## config.mk

```make
export PLATFORM = sky130hd
export DESIGN_NAME = canyon_dl_rom_arbiter_flat
export DESIGN_NICKNAME = d
export VERILOG_FILES = /design/src/rtl/canyon_dl_rom_arbiter_pkg.sv /design/src/rtl/canyon_dl_rom_arbiter_if.sv /design/src/rtl/canyon_dl_rom_arbiter_region_decode.sv /design/src/rtl/canyon_dl_rom_arbiter.sv /design/src/flat_wrapper.sv
export SDC_FILE = /design/constraint.sdc
export NUM_CORES = 1
export LEC_CHECK = 0
export BUFFER_PORTS_ARGS = -buffer_cell sky130_fd_sc_hd__buf_4
export CORE_MARGIN = 4
export CORE_UTILIZATION = 54
export DETAILED_ROUTE_END_ITERATION = 8
export HOLD_SLACK_MARGIN = 0.05
export PLACE_DENSITY = 0.81
export SYNTH_ARGS = -nofsm -noshare
export SYNTH_HDL_FRONTEND = slang
export SYNTH_SLANG_ARGS = --single-unit
```

## constraint.sdc

```tcl
create_clock -name clk_sys -period 3.41 [get_ports clk_sys]
set_input_delay 0.682 -clock clk_sys [delete_from_list [all_inputs] [get_ports clk_sys]]
set_output_delay 0.682 -clock clk_sys [all_outputs]
set_load 0.005 [all_outputs]
```

## src/rtl/canyon_dl_rom_arbiter_pkg.sv

```systemverilog
// Shared types and widths for the canyon download/ROM-write arbiter.
// Pure declarations; no logic, latency or backpressure of its own.
package canyon_dl_pkg;

  typedef enum logic [1:0] {
    ST_IDLE,
    ST_LOAD,
    ST_SETTLE,
    ST_RUN
  } state_t;

  localparam int NUM_REGIONS = 4;
  localparam int ADDR_W      = 17;
  localparam int OFS_W       = 13;

  typedef logic [1:0] region_idx_t;

  function automatic logic [NUM_REGIONS-1:0] region_onehot(input region_idx_t idx);
    region_onehot      = '0;
    region_onehot[idx] = 1'b1;
  endfunction

endpackage

```

## src/rtl/canyon_dl_rom_arbiter_if.sv

```systemverilog
// Download stream, secondary requester and ROM write port bundle.
// master = HPS/NVRAM side driving requests, slave = the arbiter.
interface canyon_dl_if;
  import canyon_dl_pkg::*;

  logic                   dn_download;
  logic                   dn_wr;
  logic [ADDR_W-1:0]      dn_addr;
  logic [7:0]             dn_data;
  logic                   nv_req;
  logic [ADDR_W-1:0]      nv_addr;
  logic [7:0]             nv_data;
  logic                   nv_ack;
  logic [NUM_REGIONS-1:0] rom_we;
  logic [OFS_W-1:0]       rom_addr;
  logic [7:0]             rom_data;
  logic                   core_reset;
  logic                   load_done;
  logic                   addr_err;
  logic [ADDR_W-1:0]      byte_count;

  modport master (
    output dn_download, dn_wr, dn_addr, dn_data, nv_req, nv_addr, nv_data,
    input  nv_ack, rom_we, rom_addr, rom_data, core_reset, load_done, addr_err, byte_count
  );

  modport slave (
    input  dn_download, dn_wr, dn_addr, dn_data, nv_req, nv_addr, nv_data,
    output nv_ack, rom_we, rom_addr, rom_data, core_reset, load_done, addr_err, byte_count
  );

endinterface

```

## src/rtl/canyon_dl_rom_arbiter_region_decode.sv

```systemverilog
// Combinational byte address -> {hit, one-hot region, region offset}; lowest index wins.
// Zero latency, no backpressure.
module canyon_dl_region_decode
  import canyon_dl_pkg::*;
#(
  parameter logic [ADDR_W-1:0] R0_BASE = 17'h00000,
  parameter logic [ADDR_W-1:0] R0_SIZE = 17'h00800,
  parameter logic [ADDR_W-1:0] R1_BASE = 17'h00800,
  parameter logic [ADDR_W-1:0] R1_SIZE = 17'h00800,
  parameter logic [ADDR_W-1:0] R2_BASE = 17'h01000,
  parameter logic [ADDR_W-1:0] R2_SIZE = 17'h00200,
  parameter logic [ADDR_W-1:0] R3_BASE = 17'h01200,
  parameter logic [ADDR_W-1:0] R3_SIZE = 17'h00100
) (
  input  logic [ADDR_W-1:0]      addr,
  output logic                   hit,
  output logic [NUM_REGIONS-1:0] we,
  output logic [OFS_W-1:0]       ofs
);

  localparam logic [ADDR_W-1:0] BASE [NUM_REGIONS] = '{R0_BASE, R1_BASE, R2_BASE, R3_BASE};
  localparam logic [ADDR_W-1:0] SIZE [NUM_REGIONS] = '{R0_SIZE, R1_SIZE, R2_SIZE, R3_SIZE};

  region_idx_t idx;

  // Scan high to low so the lowest matching index is the one left standing.
  // Limits are compared one bit wider so BASE+SIZE cannot wrap.
  always_comb begin
    hit = 1'b0;
    idx = '0;
    ofs = '0;
    for (int i = NUM_REGIONS - 1; i >= 0; i--) begin
      if (({1'b0, addr} >= {1'b0, BASE[i]}) &&
          ({1'b0, addr} <  ({1'b0, BASE[i]} + {1'b0, SIZE[i]}))) begin
        hit = 1'b1;
        idx = region_idx_t'(i);
        ofs = OFS_W'(addr - BASE[i]);
      end
    end
    we = hit ? region_onehot(idx) : '0;
  end

endmodule

```

## src/rtl/canyon_dl_rom_arbiter.sv

```systemverilog
// Routes HPS download bytes and low-priority NVRAM restores onto one ROM write port, sequencing core reset.
// Writes appear one cycle after the strobe; nv_req is held until nv_ack and only granted in RUN.
module canyon_dl_rom_arbiter
  import canyon_dl_pkg::*;
#(
  parameter logic [ADDR_W-1:0] R0_BASE     = 17'h00000,
  parameter logic [ADDR_W-1:0] R0_SIZE     = 17'h00800,
  parameter logic [ADDR_W-1:0] R1_BASE     = 17'h00800,
  parameter logic [ADDR_W-1:0] R1_SIZE     = 17'h00800,
  parameter logic [ADDR_W-1:0] R2_BASE     = 17'h01000,
  parameter logic [ADDR_W-1:0] R2_SIZE     = 17'h00200,
  parameter logic [ADDR_W-1:0] R3_BASE     = 17'h01200,
  parameter logic [ADDR_W-1:0] R3_SIZE     = 17'h00100,
  parameter int                HOLD_CYCLES = 1024
) (
  input  logic        clk_sys,
  input  logic        reset,
  canyon_dl_if.slave  bus
);

  localparam logic [15:0] HOLD_M1 = 16'(HOLD_CYCLES - 1);

  state_t                 state_q, state_d;
  logic [15:0]            hold_q, hold_d;
  logic                   dl_prev_q;
  logic [NUM_REGIONS-1:0] rom_we_q, rom_we_d;
  logic [OFS_W-1:0]       rom_addr_q, rom_addr_d;
  logic [7:0]             rom_data_q, rom_data_d;
  logic                   nv_ack_q, nv_ack_d;
  logic                   nv_block_q, nv_block_d;
  logic                   core_reset_q, core_reset_d;
  logic                   load_done_q, load_done_d;
  logic                   addr_err_q, addr_err_d;
  logic [ADDR_W-1:0]      byte_count_q, byte_count_d;

  logic                   dn_hit, nv_hit;
  logic [NUM_REGIONS-1:0] dn_we, nv_we;
  logic [OFS_W-1:0]       dn_ofs, nv_ofs;
  logic                   dl_rise, dl_fall, load_entry, dn_acc, nv_grant;

  canyon_dl_region_decode #(
    .R0_BASE(R0_BASE), .R0_SIZE(R0_SIZE), .R1_BASE(R1_BASE), .R1_SIZE(R1_SIZE),
    .R2_BASE(R2_BASE), .R2_SIZE(R2_SIZE), .R3_BASE(R3_BASE), .R3_SIZE(R3_SIZE)
  ) u_dn_dec (
    .addr(bus.dn_addr), .hit(dn_hit), .we(dn_we), .ofs(dn_ofs)
  );

  canyon_dl_region_decode #(
    .R0_BASE(R0_BASE), .R0_SIZE(R0_SIZE), .R1_BASE(R1_BASE), .R1_SIZE(R1_SIZE),
    .R2_BASE(R2_BASE), .R2_SIZE(R2_SIZE), .R3_BASE(R3_BASE), .R3_SIZE(R3_SIZE)
  ) u_nv_dec (
    .addr(bus.nv_addr), .hit(nv_hit), .we(nv_we), .ofs(nv_ofs)
  );

  always_comb begin
    dl_rise = bus.dn_download & ~dl_prev_q;
    dl_fall = ~bus.dn_download & dl_prev_q;
    state_d = state_q;
    hold_d  = hold_q;
    case (state_q)
      ST_IDLE:   if (dl_rise) state_d = ST_LOAD;
      ST_LOAD:   if (dl_fall) begin
                   state_d = ST_SETTLE;
                   hold_d  = HOLD_M1;
                 end
      ST_SETTLE: if (dl_rise)           state_d = ST_LOAD;
                 else if (hold_q == '0) state_d = ST_RUN;
                 else                   hold_d  = hold_q - 16'd1;
      ST_RUN:    if (dl_rise) state_d = ST_LOAD;
      default:   state_d = ST_IDLE;
    endcase

    load_entry = (state_d == ST_LOAD) && (state_q != ST_LOAD);
    dn_acc     = (state_q == ST_LOAD) && bus.dn_wr;
    // A grant in the cycle RUN is being left would land its write inside the new load.
    nv_grant   = (state_q == ST_RUN) && !dl_rise && bus.nv_req && !bus.dn_wr && !nv_block_q;

    rom_we_d     = '0;
    rom_addr_d   = rom_addr_q;
    rom_data_d   = rom_data_q;
    nv_ack_d     = nv_grant;
    nv_block_d   = nv_grant | (nv_block_q & bus.nv_req);
    byte_count_d = load_entry ? '0 : byte_count_q;
    addr_err_d   = load_entry ? 1'b0 : addr_err_q;

    if (dn_acc) begin
      if (dn_hit) begin
        rom_we_d   = dn_we;
        rom_addr_d = dn_ofs;
        rom_data_d = bus.dn_data;
        if (byte_count_q != '1) byte_count_d = byte_count_q + 1'b1;
      end else begin
        addr_err_d = 1'b1;
      end
    end else if (nv_grant) begin
      if (nv_hit) begin
        rom_we_d   = nv_we;
        rom_addr_d = nv_ofs;
        rom_data_d = bus.nv_data;
      end else begin
        addr_err_d = 1'b1;
      end
    end

    core_reset_d = (state_d != ST_RUN);
    case (state_d)
      ST_LOAD: load_done_d = 1'b0;
      ST_RUN:  load_done_d = 1'b1;
      default: load_done_d = load_done_q;
    endcase
  end

  always_ff @(posedge clk_sys or posedge reset) begin
    if (reset) begin
      state_q      <= ST_IDLE;
      hold_q       <= '0;
      dl_prev_q    <= 1'b0;
      rom_we_q     <= '0;
      rom_addr_q   <= '0;
      rom_data_q   <= '0;
      nv_ack_q     <= 1'b0;
      nv_block_q   <= 1'b0;
      core_reset_q <= 1'b1;
      load_done_q  <= 1'b0;
      addr_err_q   <= 1'b0;
      byte_count_q <= '0;
    end else begin
      state_q      <= state_d;
      hold_q       <= hold_d;
      dl_prev_q    <= bus.dn_download;
      rom_we_q     <= rom_we_d;
      rom_addr_q   <= rom_addr_d;
      rom_data_q   <= rom_data_d;
      nv_ack_q     <= nv_ack_d;
      nv_block_q   <= nv_block_d;
      core_reset_q <= core_reset_d;
      load_done_q  <= load_done_d;
      addr_err_q   <= addr_err_d;
      byte_count_q <= byte_count_d;
    end
  end

  assign bus.rom_we     = rom_we_q;
  assign bus.rom_addr   = rom_addr_q;
  assign bus.rom_data   = rom_data_q;
  assign bus.nv_ack     = nv_ack_q;
  assign bus.core_reset = core_reset_q;
  assign bus.load_done  = load_done_q;
  assign bus.addr_err   = addr_err_q;
  assign bus.byte_count = byte_count_q;

endmodule

```

## src/flat_wrapper.sv

```systemverilog
// flat-port wrapper written by rule: the top's interface ports become plain ports
module canyon_dl_rom_arbiter_flat import canyon_dl_pkg::*;
#(
  parameter logic [ADDR_W-1:0] R0_BASE     = 17'h00000,
  parameter logic [ADDR_W-1:0] R0_SIZE     = 17'h00800,
  parameter logic [ADDR_W-1:0] R1_BASE     = 17'h00800,
  parameter logic [ADDR_W-1:0] R1_SIZE     = 17'h00800,
  parameter logic [ADDR_W-1:0] R2_BASE     = 17'h01000,
  parameter logic [ADDR_W-1:0] R2_SIZE     = 17'h00200,
  parameter logic [ADDR_W-1:0] R3_BASE     = 17'h01200,
  parameter logic [ADDR_W-1:0] R3_SIZE     = 17'h00100,
  parameter int                HOLD_CYCLES = 1024
)
  (clk_sys, reset, bus_dn_download, bus_dn_wr, bus_dn_addr, bus_dn_data, bus_nv_req, bus_nv_addr, bus_nv_data, bus_nv_ack, bus_rom_we, bus_rom_addr, bus_rom_data, bus_core_reset, bus_load_done, bus_addr_err, bus_byte_count);
  canyon_dl_if bus_i ();
  input  logic clk_sys;
  input  logic reset;
  input wire logic [$bits(bus_i.dn_download)-1:0] bus_dn_download;
  input wire logic [$bits(bus_i.dn_wr)-1:0] bus_dn_wr;
  input wire logic [$bits(bus_i.dn_addr)-1:0] bus_dn_addr;
  input wire logic [$bits(bus_i.dn_data)-1:0] bus_dn_data;
  input wire logic [$bits(bus_i.nv_req)-1:0] bus_nv_req;
  input wire logic [$bits(bus_i.nv_addr)-1:0] bus_nv_addr;
  input wire logic [$bits(bus_i.nv_data)-1:0] bus_nv_data;
  output wire logic [$bits(bus_i.nv_ack)-1:0] bus_nv_ack;
  output wire logic [$bits(bus_i.rom_we)-1:0] bus_rom_we;
  output wire logic [$bits(bus_i.rom_addr)-1:0] bus_rom_addr;
  output wire logic [$bits(bus_i.rom_data)-1:0] bus_rom_data;
  output wire logic [$bits(bus_i.core_reset)-1:0] bus_core_reset;
  output wire logic [$bits(bus_i.load_done)-1:0] bus_load_done;
  output wire logic [$bits(bus_i.addr_err)-1:0] bus_addr_err;
  output wire logic [$bits(bus_i.byte_count)-1:0] bus_byte_count;
  assign bus_i.dn_download = bus_dn_download;
  assign bus_i.dn_wr = bus_dn_wr;
  assign bus_i.dn_addr = bus_dn_addr;
  assign bus_i.dn_data = bus_dn_data;
  assign bus_i.nv_req = bus_nv_req;
  assign bus_i.nv_addr = bus_nv_addr;
  assign bus_i.nv_data = bus_nv_data;
  assign bus_nv_ack = bus_i.nv_ack;
  assign bus_rom_we = bus_i.rom_we;
  assign bus_rom_addr = bus_i.rom_addr;
  assign bus_rom_data = bus_i.rom_data;
  assign bus_core_reset = bus_i.core_reset;
  assign bus_load_done = bus_i.load_done;
  assign bus_addr_err = bus_i.addr_err;
  assign bus_byte_count = bus_i.byte_count;
  canyon_dl_rom_arbiter #(.R0_BASE(R0_BASE), .R0_SIZE(R0_SIZE), .R1_BASE(R1_BASE), .R1_SIZE(R1_SIZE), .R2_BASE(R2_BASE), .R2_SIZE(R2_SIZE), .R3_BASE(R3_BASE), .R3_SIZE(R3_SIZE), .HOLD_CYCLES(HOLD_CYCLES)) u_core (.clk_sys(clk_sys), .reset(reset), .bus(bus_i));
endmodule
```

==> out/results.md <==
| Step | Parameter | Reported |
| --- | --- | --- |
| outcome | Run status | complete, no violations |
| synth | Async set or reset register ratio after synthesis | 100% |
| synth | Synthesized netlist cell count | 439 |
| critical path | Critical Setup Path Class | flip-flop to flip-flop |
| synth | Post-synthesis sequential element count | 66 |
| sta | Final count of hold timing violations | 0 |
| routing | Drt first-iter violations | 240 |
| cts | Hold bufs inserted after CTS | 0 |
| placement | Worst setup timing slack at the placement stage | 0.410 ns |
| finish | Core utilization of the finished layout | 72.3% |
| cts | Buffer depth of the longest clock path | 2 |
| cts | Clk Latency, worst-skew pair | 0.34 ns |
| pwr | VDD IR-drop max | 0.309 mV |
| cts | Post-CTS repair timing setup buffer count | 0 |
| placement | Estimated wirelength of the detail-placed design | 7.58 mm |
| global routing | Residual overflow from global routing | 0 |
| pwr | Total power divided by cell area | 527 nW/um2 |
| synth | Count of flip-flops with a built-in enable after synthesis | 0 |
| global routing | Global-route total usage across every layer | 22.9% |
| finish | Most frequent cells in the layout | sky130_fd_sc_hd__buf_4 (108), sky130_fd_sc_hd__dfrtp_1 (65), sky130_fd_sc_hd__nand2_1 (62) |
| synth | Yosys Warn Count | 0 |
| cts | Clock Sinks | 66 |
| pwr | Leakage Power | 2.39 nW |
| cts | Clock-pin slew reported for the worst setup and hold paths after clock tree synthesis | 0.08 ns |
| worst hold path | Min-delay worst type | input port to asynchronous set/reset pin |
| synth | Post-synth top flop | sky130_fd_sc_hd__dfrtp_1 |
| cts | TritonCTS clock tree | done |
| critical path | Startpoint kind of the worst setup timing path | flip-flop |
| sta | Unrepaired setup endpoints after global routing | no |
| finish | Layout area overhead | 27.3% |
| synth | Sequential share of the synthesized area | 42.1% |
| cts | H-tree levels | 3 |
| synth | Post-synth design cell area | 3920 um2 |
| sta | Fin crit share | 78.4% |
| cts | CTS buffer count | 9 |
| floorplanning | Die extent in y | 93.2 um |
| synth | Net count after synthesis | 511 |
| critical path | Worst path required time | 3.62 ns |
| global routing | Number of global-route vias before repair | 3,485 |
| sta | Highest clock frequency the design can meet | 374 MHz |
| routing | DRC violation count after routing | 0 |
| finish | Most common library cell in the layout ignoring fill and taps | sky130_fd_sc_hd__buf_4 |
| synth | Area share of the largest cell type after synthesis | 41.5% |
| synth | Top cells by area, synth | sky130_fd_sc_hd__dfrtp_1 (41%), sky130_fd_sc_hd__o21ai_0 (6.1%), sky130_fd_sc_hd__nand2_1 (5.9%) |
| floorplanning | Die boundary width | 93.2 um |
| floorplanning | Standard-cell rows | 30 |
| critical path | Launch point of the worst reg-to-reg path | u_core.hold_q[0] |
| floorplanning | Core box area | 6910 um2 |
| finish | Post-layout nets | 615 |
| routing | Mean number of vias per cell | 5.59 |
| synth | Post-synth top area cell | sky130_fd_sc_hd__dfrtp_1 |
| cts | Post_cts resized | 0 |
| finish | Layout Cells excl Fill | 644 |
| sta | Relative slew slack | 52.6% |
| sta | Hold slack final | 0.422 ns |
| placement | Last weighted congestion value of the routability-driven placer | 0.851 |
| critical path | CP arrival | 2.88 ns |
| sta | Final min period | 2.67 ns |
| routing | Antenna Violating Nets Remaining | 0 |
| sta | Worst Slack Setup Final | 0.738 ns |
| job | Max-capacitance violation count | 0 |
| sta | Worst Skew | 0.00833 ns |
| synth | Netlist cell types | 65 |
| sta | Total Neg Setup Slack | 0 ns |
| critical path | Highest fanout seen on the critical path | 9 |
| finish | Number of antenna cells inserted | 0 |
| finish | Fillers | 548 |
| routing | Average wire length per cell after detail routing | 15.2 um |
| critical path | Worst Setup End Kind | flip-flop |
| routing | Length of the first detailed-routing pass in iterations | 5 |
| global routing | First-pass GRT wire length | 16.1 mm |
| placement | Placed instance count | 628 |
| global routing | Initial antenna violation count | 0 |
| global routing | Largest net degree at the start of global routing | 33 |
| synth | Post-Synthesis Mean Instance Area | 8.94 um2 |
| cts | Clock Tree Root | sky130_fd_sc_hd__clkbuf_8 |
| floorplanning | Effective utilization at floorplan | 56.8% |
| critical path | CP Launch Point | u_core.hold_q[0] |
| sta | Least-Margin Pin Slew | 0.710 ns |
| floorplanning | I/O pin count | 101 |
| routing | Final Routed Wirelength | 9.81 mm |
| placement | Number of port buffers | 100 |
| floorplanning | DIE AREA | 8690 um2 |
| routing | Number of vias in the routed layout | 3,597 |
| sta | Final Max Tran Viols | 0 |
| finish | Layout cell share with drive strength beyond 1 | 25.7% |
| sta | Number of endpoints failing setup at the final stage | 0 |
==> state kept, by name (all words and copies together) (netlist names) <==
name and cells:
u_core.nv_block_q 1, u_core.dl_prev_q 1, u_core.bus.byte_count 17, u_core.bus.core_reset 1, u_core.state_q 2, u_core.bus.rom_data 8, u_core.bus.load_done 1, u_core.bus.rom_addr 13
u_core.bus.nv_ack 1, u_core.bus.addr_err 1, u_core.bus.rom_we 4, u_core.hold_q 16
==> power by group <==
part | internal [mW] | switching (mW)
clock | 0.355 | 0.301
combinational | 0.408 | 0.492
sequential | 0.945 | 0.132
==> cell families after synthesis <==
kind of cell | synth area share [%]
multiplexers | 3.32
AND/OR/NAND/NOR | 22.6
XOR/XNOR | 2.46
buffers and inverters | 4.40
AO/OA/AOI/OAI | 19.7
flip-flops | 42.1
adder cells (fa/ha/maj) | 5.42
==> worst max-delay path: stages (launching register included) <==
cell                       delay, ns
sky130_fd_sc_hd__dfrtp_1        0.41
sky130_fd_sc_hd__inv_1          0.09
sky130_fd_sc_hd__ha_1           0.20
sky130_fd_sc_hd__or3b_4         0.43
sky130_fd_sc_hd__or3_4          0.44
sky130_fd_sc_hd__nand3b_4       0.19
sky130_fd_sc_hd__o21a_4         0.26
sky130_fd_sc_hd__nor3_4         0.34
sky130_fd_sc_hd__o21ai_0        0.18
==> worst paths after layout <==
check                                            to  slack (ns)  cells past startpoint
setup reg to reg           u_core.bus.byte_count[1]        0.74                      8
max in group asynchronous   u_core.bus.rom_addr[10]        2.28                      3
min in group clk_sys         u_core.bus.rom_addr[7]        0.47                      2
setup / recovery           u_core.bus.byte_count[1]        0.74                      8
hold reg to reg              u_core.bus.rom_addr[7]        0.47                      2
hold / removal             u_core.bus.byte_count[1]        0.42                      2
==> through the flow <==
stage | instance area (um2) | power [mW]
floorplan | 3920 | 1.60
global placement | 4800 | 1.95
detailed placement | 4800 | 1.98
CTS | 4990 | 2.65
global route | 4990 | 2.81
finish | 4990 | 2.63
==> cells in the mapped netlist (3+ instances only) <==
| cell | count |
|---|---|
| sky130_fd_sc_hd__dfrtp_1 | 65 |
| sky130_fd_sc_hd__nand2_1 | 62 |
| sky130_fd_sc_hd__o21ai_0 | 48 |
| sky130_fd_sc_hd__nor2_1 | 36 |
| sky130_fd_sc_hd__inv_1 | 28 |
| sky130_fd_sc_hd__a21oi_1 | 17 |
| sky130_fd_sc_hd__ha_1 | 17 |
| sky130_fd_sc_hd__mux2i_1 | 13 |
| sky130_fd_sc_hd__nand3_1 | 13 |
| sky130_fd_sc_hd__a22oi_1 | 11 |
| sky130_fd_sc_hd__clkbuf_1 | 10 |
| sky130_fd_sc_hd__nor3_1 | 10 |
| sky130_fd_sc_hd__and3_1 | 7 |
| sky130_fd_sc_hd__or3_1 | 7 |
| sky130_fd_sc_hd__xor2_1 | 7 |
| sky130_fd_sc_hd__nor2b_1 | 5 |
| sky130_fd_sc_hd__nor4_1 | 5 |
| sky130_fd_sc_hd__o31ai_1 | 5 |
| sky130_fd_sc_hd__o22ai_1 | 4 |
| sky130_fd_sc_hd__xnor2_1 | 4 |
| sky130_fd_sc_hd__a21o_1 | 3 |
| sky130_fd_sc_hd__and2_1 | 3 |
| sky130_fd_sc_hd__buf_2 | 3 |
| sky130_fd_sc_hd__nand2b_1 | 3 |
| sky130_fd_sc_hd__or4_1 | 3 |
==> cell type report <==
cell class | count | area, um2 | share of cell area, %
tap | 96 | 120 | 2.40
clock inverter | 5 | 55.1 | 1.10
inverter | 28 | 105 | 2.10
timing repair buffer | 108 | 811 | 16.2
multi-input combinational | 330 | 2110 | 42.2
sequential | 66 | 1650 | 33.1
clock buffer | 11 | 141 | 2.83
==> per-layer routing <==
| layer | routed length (um) | up-vias | global-route usage (%) |
|---|---|---|---|
| li1 | - | 1768 | - |
| met4 | 127 | 0 | 7.33 |
| met2 | 4880 | 116 | 38.2 |
| met1 | 4210 | 1696 | 29.9 |
| met3 | 601 | 17 | 4.51 |
| met5 | 0 | - | 0 |
Power figures use the tool's default switching activity.
